===== src/rtl/hazard_controller.sv =====
// Pipeline hazard controller: load-use stalls, multi-cycle multiply/divide hold,
// taken-branch flushes, plus saturating stall and flush performance counters.
module hazard_controller #(
    parameter int MD_LATENCY = 8,
    parameter int CNT_W      = 16
) (
    input  logic             clk_i,
    input  logic             rst_i,
    input  logic [4:0]       ID_RegisterRs,
    input  logic [4:0]       ID_RegisterRt,
    input  logic             ID_UsesRt,
    input  logic             ID_MdOp,
    input  logic             EX_MemRead,
    input  logic [4:0]       EX_RegisterRt,
    input  logic             MEM_BranchTaken,
    output logic             PC_Write,
    output logic             IFID_Write,
    output logic             IDEX_Write,
    output logic             IDEX_Bubble,
    output logic             EXMEM_Bubble,
    output logic             IFID_Flush,
    output logic             IDEX_Flush,
    output logic             EXMEM_Flush,
    output logic             md_go,
    output logic             md_busy,
    output logic [CNT_W-1:0] stall_count,
    output logic [CNT_W-1:0] flush_count
);

    typedef enum logic {
        RUN     = 1'b0,
        MD_WAIT = 1'b1
    } state_t;

    localparam logic [3:0]       MD_LOAD = 4'(MD_LATENCY - 1);
    localparam logic [CNT_W-1:0] CNT_MAX = '1;

    state_t           state_q, state_d;
    logic [3:0]       md_cnt_q, md_cnt_d;
    logic [CNT_W-1:0] stall_count_q, stall_count_d;
    logic [CNT_W-1:0] flush_count_q, flush_count_d;
    logic             load_use;

    // Register $zero is never a real dependency, so a load targeting it cannot stall.
    assign load_use = EX_MemRead && (EX_RegisterRt != 5'd0) &&
                      ((EX_RegisterRt == ID_RegisterRs) ||
                       (ID_UsesRt && (EX_RegisterRt == ID_RegisterRt)));

    always_comb begin
        // NOTE: every output and next-state value gets a default first, so no path leaves one unassigned and no latch is inferred.
        PC_Write      = 1'b1;
        IFID_Write    = 1'b1;
        IDEX_Write    = 1'b1;
        IDEX_Bubble   = 1'b0;
        EXMEM_Bubble  = 1'b0;
        IFID_Flush    = 1'b0;
        IDEX_Flush    = 1'b0;
        EXMEM_Flush   = 1'b0;
        md_go         = 1'b0;
        md_busy       = (state_q == MD_WAIT) && !rst_i;
        state_d       = state_q;
        md_cnt_d      = md_cnt_q;
        stall_count_d = stall_count_q;
        flush_count_d = flush_count_q;

        if (rst_i) begin
            state_d  = RUN;
            md_cnt_d = 4'd0;
        end else if (MEM_BranchTaken) begin
            // A taken branch squashes everything younger, including an in-flight MD op.
            IFID_Flush  = 1'b1;
            IDEX_Flush  = 1'b1;
            EXMEM_Flush = 1'b1;
            state_d     = RUN;
            md_cnt_d    = 4'd0;
        end else if (state_q == MD_WAIT) begin
            PC_Write     = 1'b0;
            IFID_Write   = 1'b0;
            IDEX_Write   = 1'b0;
            EXMEM_Bubble = 1'b1;
            md_cnt_d     = md_cnt_q - 4'd1;
            if (md_cnt_q <= 4'd1) begin
                state_d  = RUN;
                md_cnt_d = 4'd0;
            end
        end else if (load_use) begin
            PC_Write    = 1'b0;
            IFID_Write  = 1'b0;
            IDEX_Bubble = 1'b1;
        end else if (ID_MdOp) begin
            md_go    = 1'b1;
            state_d  = MD_WAIT;
            md_cnt_d = MD_LOAD;
        end

        if (!rst_i) begin
            if (!PC_Write && (stall_count_q != CNT_MAX)) begin
                stall_count_d = stall_count_q + CNT_W'(1);
            end
            if (MEM_BranchTaken && (flush_count_q != CNT_MAX)) begin
                flush_count_d = flush_count_q + CNT_W'(1);
            end
        end
    end

    // NOTE: state registers use non-blocking assignments so all flops update together at the edge.
    always_ff @(posedge clk_i) begin
        if (rst_i) begin
            state_q       <= RUN;
            md_cnt_q      <= 4'd0;
            stall_count_q <= '0;
            flush_count_q <= '0;
        end else begin
            state_q       <= state_d;
            md_cnt_q      <= md_cnt_d;
            stall_count_q <= stall_count_d;
            flush_count_q <= flush_count_d;
        end
    end

    assign stall_count = stall_count_q;
    assign flush_count = flush_count_q;

endmodule


===== config.mk =====
export PLATFORM = sky130hd
export DESIGN_NAME = hazard_controller
export DESIGN_NICKNAME = d
export VERILOG_FILES = /design/src/rtl/hazard_controller.sv
export SDC_FILE = /design/constraint.sdc
export NUM_CORES = 1
export LEC_CHECK = 0
export CAP_MARGIN = 20
export CORE_MARGIN = 3
export CORE_UTILIZATION = 40
export CTS_CLUSTER_DIAMETER = 200
export DETAILED_ROUTE_END_ITERATION = 16
export DONT_BUFFER_PORTS = 1
export PLACE_DENSITY = 0.55
export SYNTH_ARGS = -nofsm -noshare
export SYNTH_HDL_FRONTEND = slang
export SYNTH_SLANG_ARGS = --single-unit

===== constraint.sdc =====
create_clock -name clk_i -period 5.8 [get_ports clk_i]
set_clock_uncertainty 0.2 [all_clocks]
set_input_delay 1.16 -clock clk_i [delete_from_list [all_inputs] [get_ports clk_i]]
set_output_delay 1.16 -clock clk_i [all_outputs]
set_load 0.05 [all_outputs]

==> qor.txt <==
status - complete, no violations
Max-cap violations - 0
slew margin rel. - 38.8%
critical-path maximum fanout - 3
min-delay worst type - register to register
post-synth top area cell - dfxtp_1
list of most frequent post-synthesis cells - dfxtp_1 (37), a21oi_1 (21), nand2_1 (20)
count of different cell masters after synthesis - 48
DRC Markers - 0
half-perimeter wire length after detailed placement - 3340 um
share of the synthesized area in the top cell type - 36.3%
Yosys reg bits - 37
global placer's final weighted congestion - 0.739
share of cells above drive strength 1 - 9.62%
drt wl/cell - 15.9 um
IO buf count - 0
final hold violation count - 0
Post-CTS Hold Buffers - 0
Synth Area per Inst - 8.44 um^2
grt ovf - 0
Die Wd - 77.5 um
CTS tree - done
post_cts resized - 0
Die Y - 77.5 um
routed wire length - 4860 um
Final setup viols - 0
antenna-violating nets left - 0
DR iter-0 viols - 114
Worst Setup End Kind - output port
clock latency on the worst-skew pair - 0.29 ns
number of global-route vias before repair - 1696
Synth Net Count - 267
die area - 6000 um^2
post-route cell area - 2160 um^2
Pleak - 0.699 nW
GRT Util Overall - 16.8%
CTS Buf Count - 5
Synth Warn # - 0
# rows - 25
nets - 263
Setup CP Type - primary input to output port
post-CTS setup buffer count - 0
Via density - 6.05
IO Count - 63
CTS root buffer - clkbuf_8
Max H-tree Level - 2
Synth area leaders - dfxtp_1 (36%), a21oi_1 (5.1%), xor2_1 (3.9%), nand2_1 (3.7%), nor2_1 (3.1%)
Critical Path RT - 4.44 ns
number of synthesized flops with an enable pin - 0
Max IR drop VDD - 0.124 mV
most common cell in the netlist - dfxtp_1
ys flop type - dfxtp_1
DRT Pass-1 Iters - 4
critical-path cell list - xnor2_1 > nand3_1 > nor3_1 > o211ai_1 > nor2_1
Num Clock Sinks - 37
final slew viol count - 0
Tcrit/Tclk final - 68.6%
Startpoint Class - primary input
min Tclk post-route - 3.98 ns
Post-synth ARST share - 0%
CP peak stage delay - 0.73 ns
Pwr Density - 233 nW/um^2
Sum Neg Setup Slack - 0 ns
pin count of the biggest net entering global routing - 34
vias - 1852
Area after DPL - 2060 um^2
Seq/Total Area, Yosys - 36.3%
clock-pin slew on the worst setup and hold paths - 0.07 ns
RSZ-0062 raised after global routing - no
Max Freq - 0.251 GHz
Mapped Area - 2040 um^2
Initial Util - 42.4%
first-pass GRT wire length - 8250 um
Area growth, synth to finish - 5.64%
antenna violations before repair - 0
synthesized instance count - 242
# fillers - 509
measured slew at the worst slew-check pin - 0.914 ns
diode count - 0
core area - 4820 um^2
reg-to-reg setup timing slack - 2.93 ns
WP data arrival - 2.62 ns
Crit-path slowest cell - nor2_1
CTS Buffer Depth - 2
-- placed cells by master (no fill, tap or decap), drive strengths merged, types with 5 or more instances in the layout --
master	netlist	routed
xor2	9	9
inv	7	7
nand4	8	8
a21oi	21	21
nand2	20	20
nand3	12	12
nor2	17	17
nor3	11	11
or3	7	7
clkbuf	5	6
or2	5	5
and4	7	7
o21ai	10	10
o311ai	5	5
or4	9	9
dfxtp	37	37
o31ai	7	7
xnor2	7	7
-- worst max-delay path: cells and delay by family --
| kind | cells | cell delay (ns) |
|---|---|---|
| xor+xnor | 1 | 0.16 |
| compound gates | 1 | 0.16 |
| simple gates | 3 | 1.14 |
-- registers in the layout, indices dropped and copies added (netlist names) --
| register | flops |
|---|---|
| flush_count | 16 |
| stall_count | 16 |
| md_cnt_q | 4 |
| state_q | 1 |
-- through the flow --
stage	power [mW]	utilization, %	setup WS, ns	hold WS [ns]	std cells
3_5_place_dp	0.316	42.8	1.81	0.306	298
3_3_place_gp	0.316	42.8	1.83	0.303	298
6_report	0.502	44.8	1.82	0.311	306
2_1_floorplan	0.314	-	1.67	0.268	242
4_1_cts	0.513	44.8	1.81	0.321	306
5_1_grt	0.530	44.8	1.66	0.367	306
-- cells by family after synthesis --
logic type               after synthesis  share of synthesized area (%)
multiplexers                           1                          0.551
buffers and inverters                 19                           5.21
adder cells (fa/ha/maj)                4                           2.45
AND/OR/NAND/NOR                      106                           29.0
XOR/XNOR                              16                           6.86
flip-flops                            37                           36.3
AO/OA/AOI/OAI                         59                           19.6
-- area by class of cell --
cell class / count / area [um^2] / share of cell area [%]
Tap cell: 67 / 83.8 / 3.89
Timing Repair Buffer: 1 / 7.51 / 0.348
Clock inverter: 2 / 13.8 / 0.638
Inverter: 7 / 26.3 / 1.22
Clock buffer: 6 / 82.6 / 3.83
Multi-Input combinational cell: 186 / 1200 / 55.7
Sequential cell: 37 / 741 / 34.3
-- final timing paths --
check | startpoint | endpoint | depth (start not counted)
min | md_cnt_q[1] | md_cnt_q[1] | 2
max reg2reg | stall_count[1] | stall_count[6] | 6
max | EX_RegisterRt[0] | IDEX_Bubble | 5
min reg2reg | md_cnt_q[1] | md_cnt_q[1] | 2
-- metal layers --
layer | vias up | routed length, um | track usage, %
li1 | 906 | - | -
met1 | 868 | 2210 | 20.9
met2 | 74 | 2200 | 26.4
met3 | 4 | 405 | 6.38
met4 | 0 | 42 | 5.87
met5 | - | 0 | 0
-- power by group --
group	internal (mW)	leakage, nW	switching (mW)
combinational	0.0140	0.349	0.0289
sequential	0.257	0.299	0.0101
clock	0.0964	0.0512	0.0952
(Power assumes the default switching activity.)
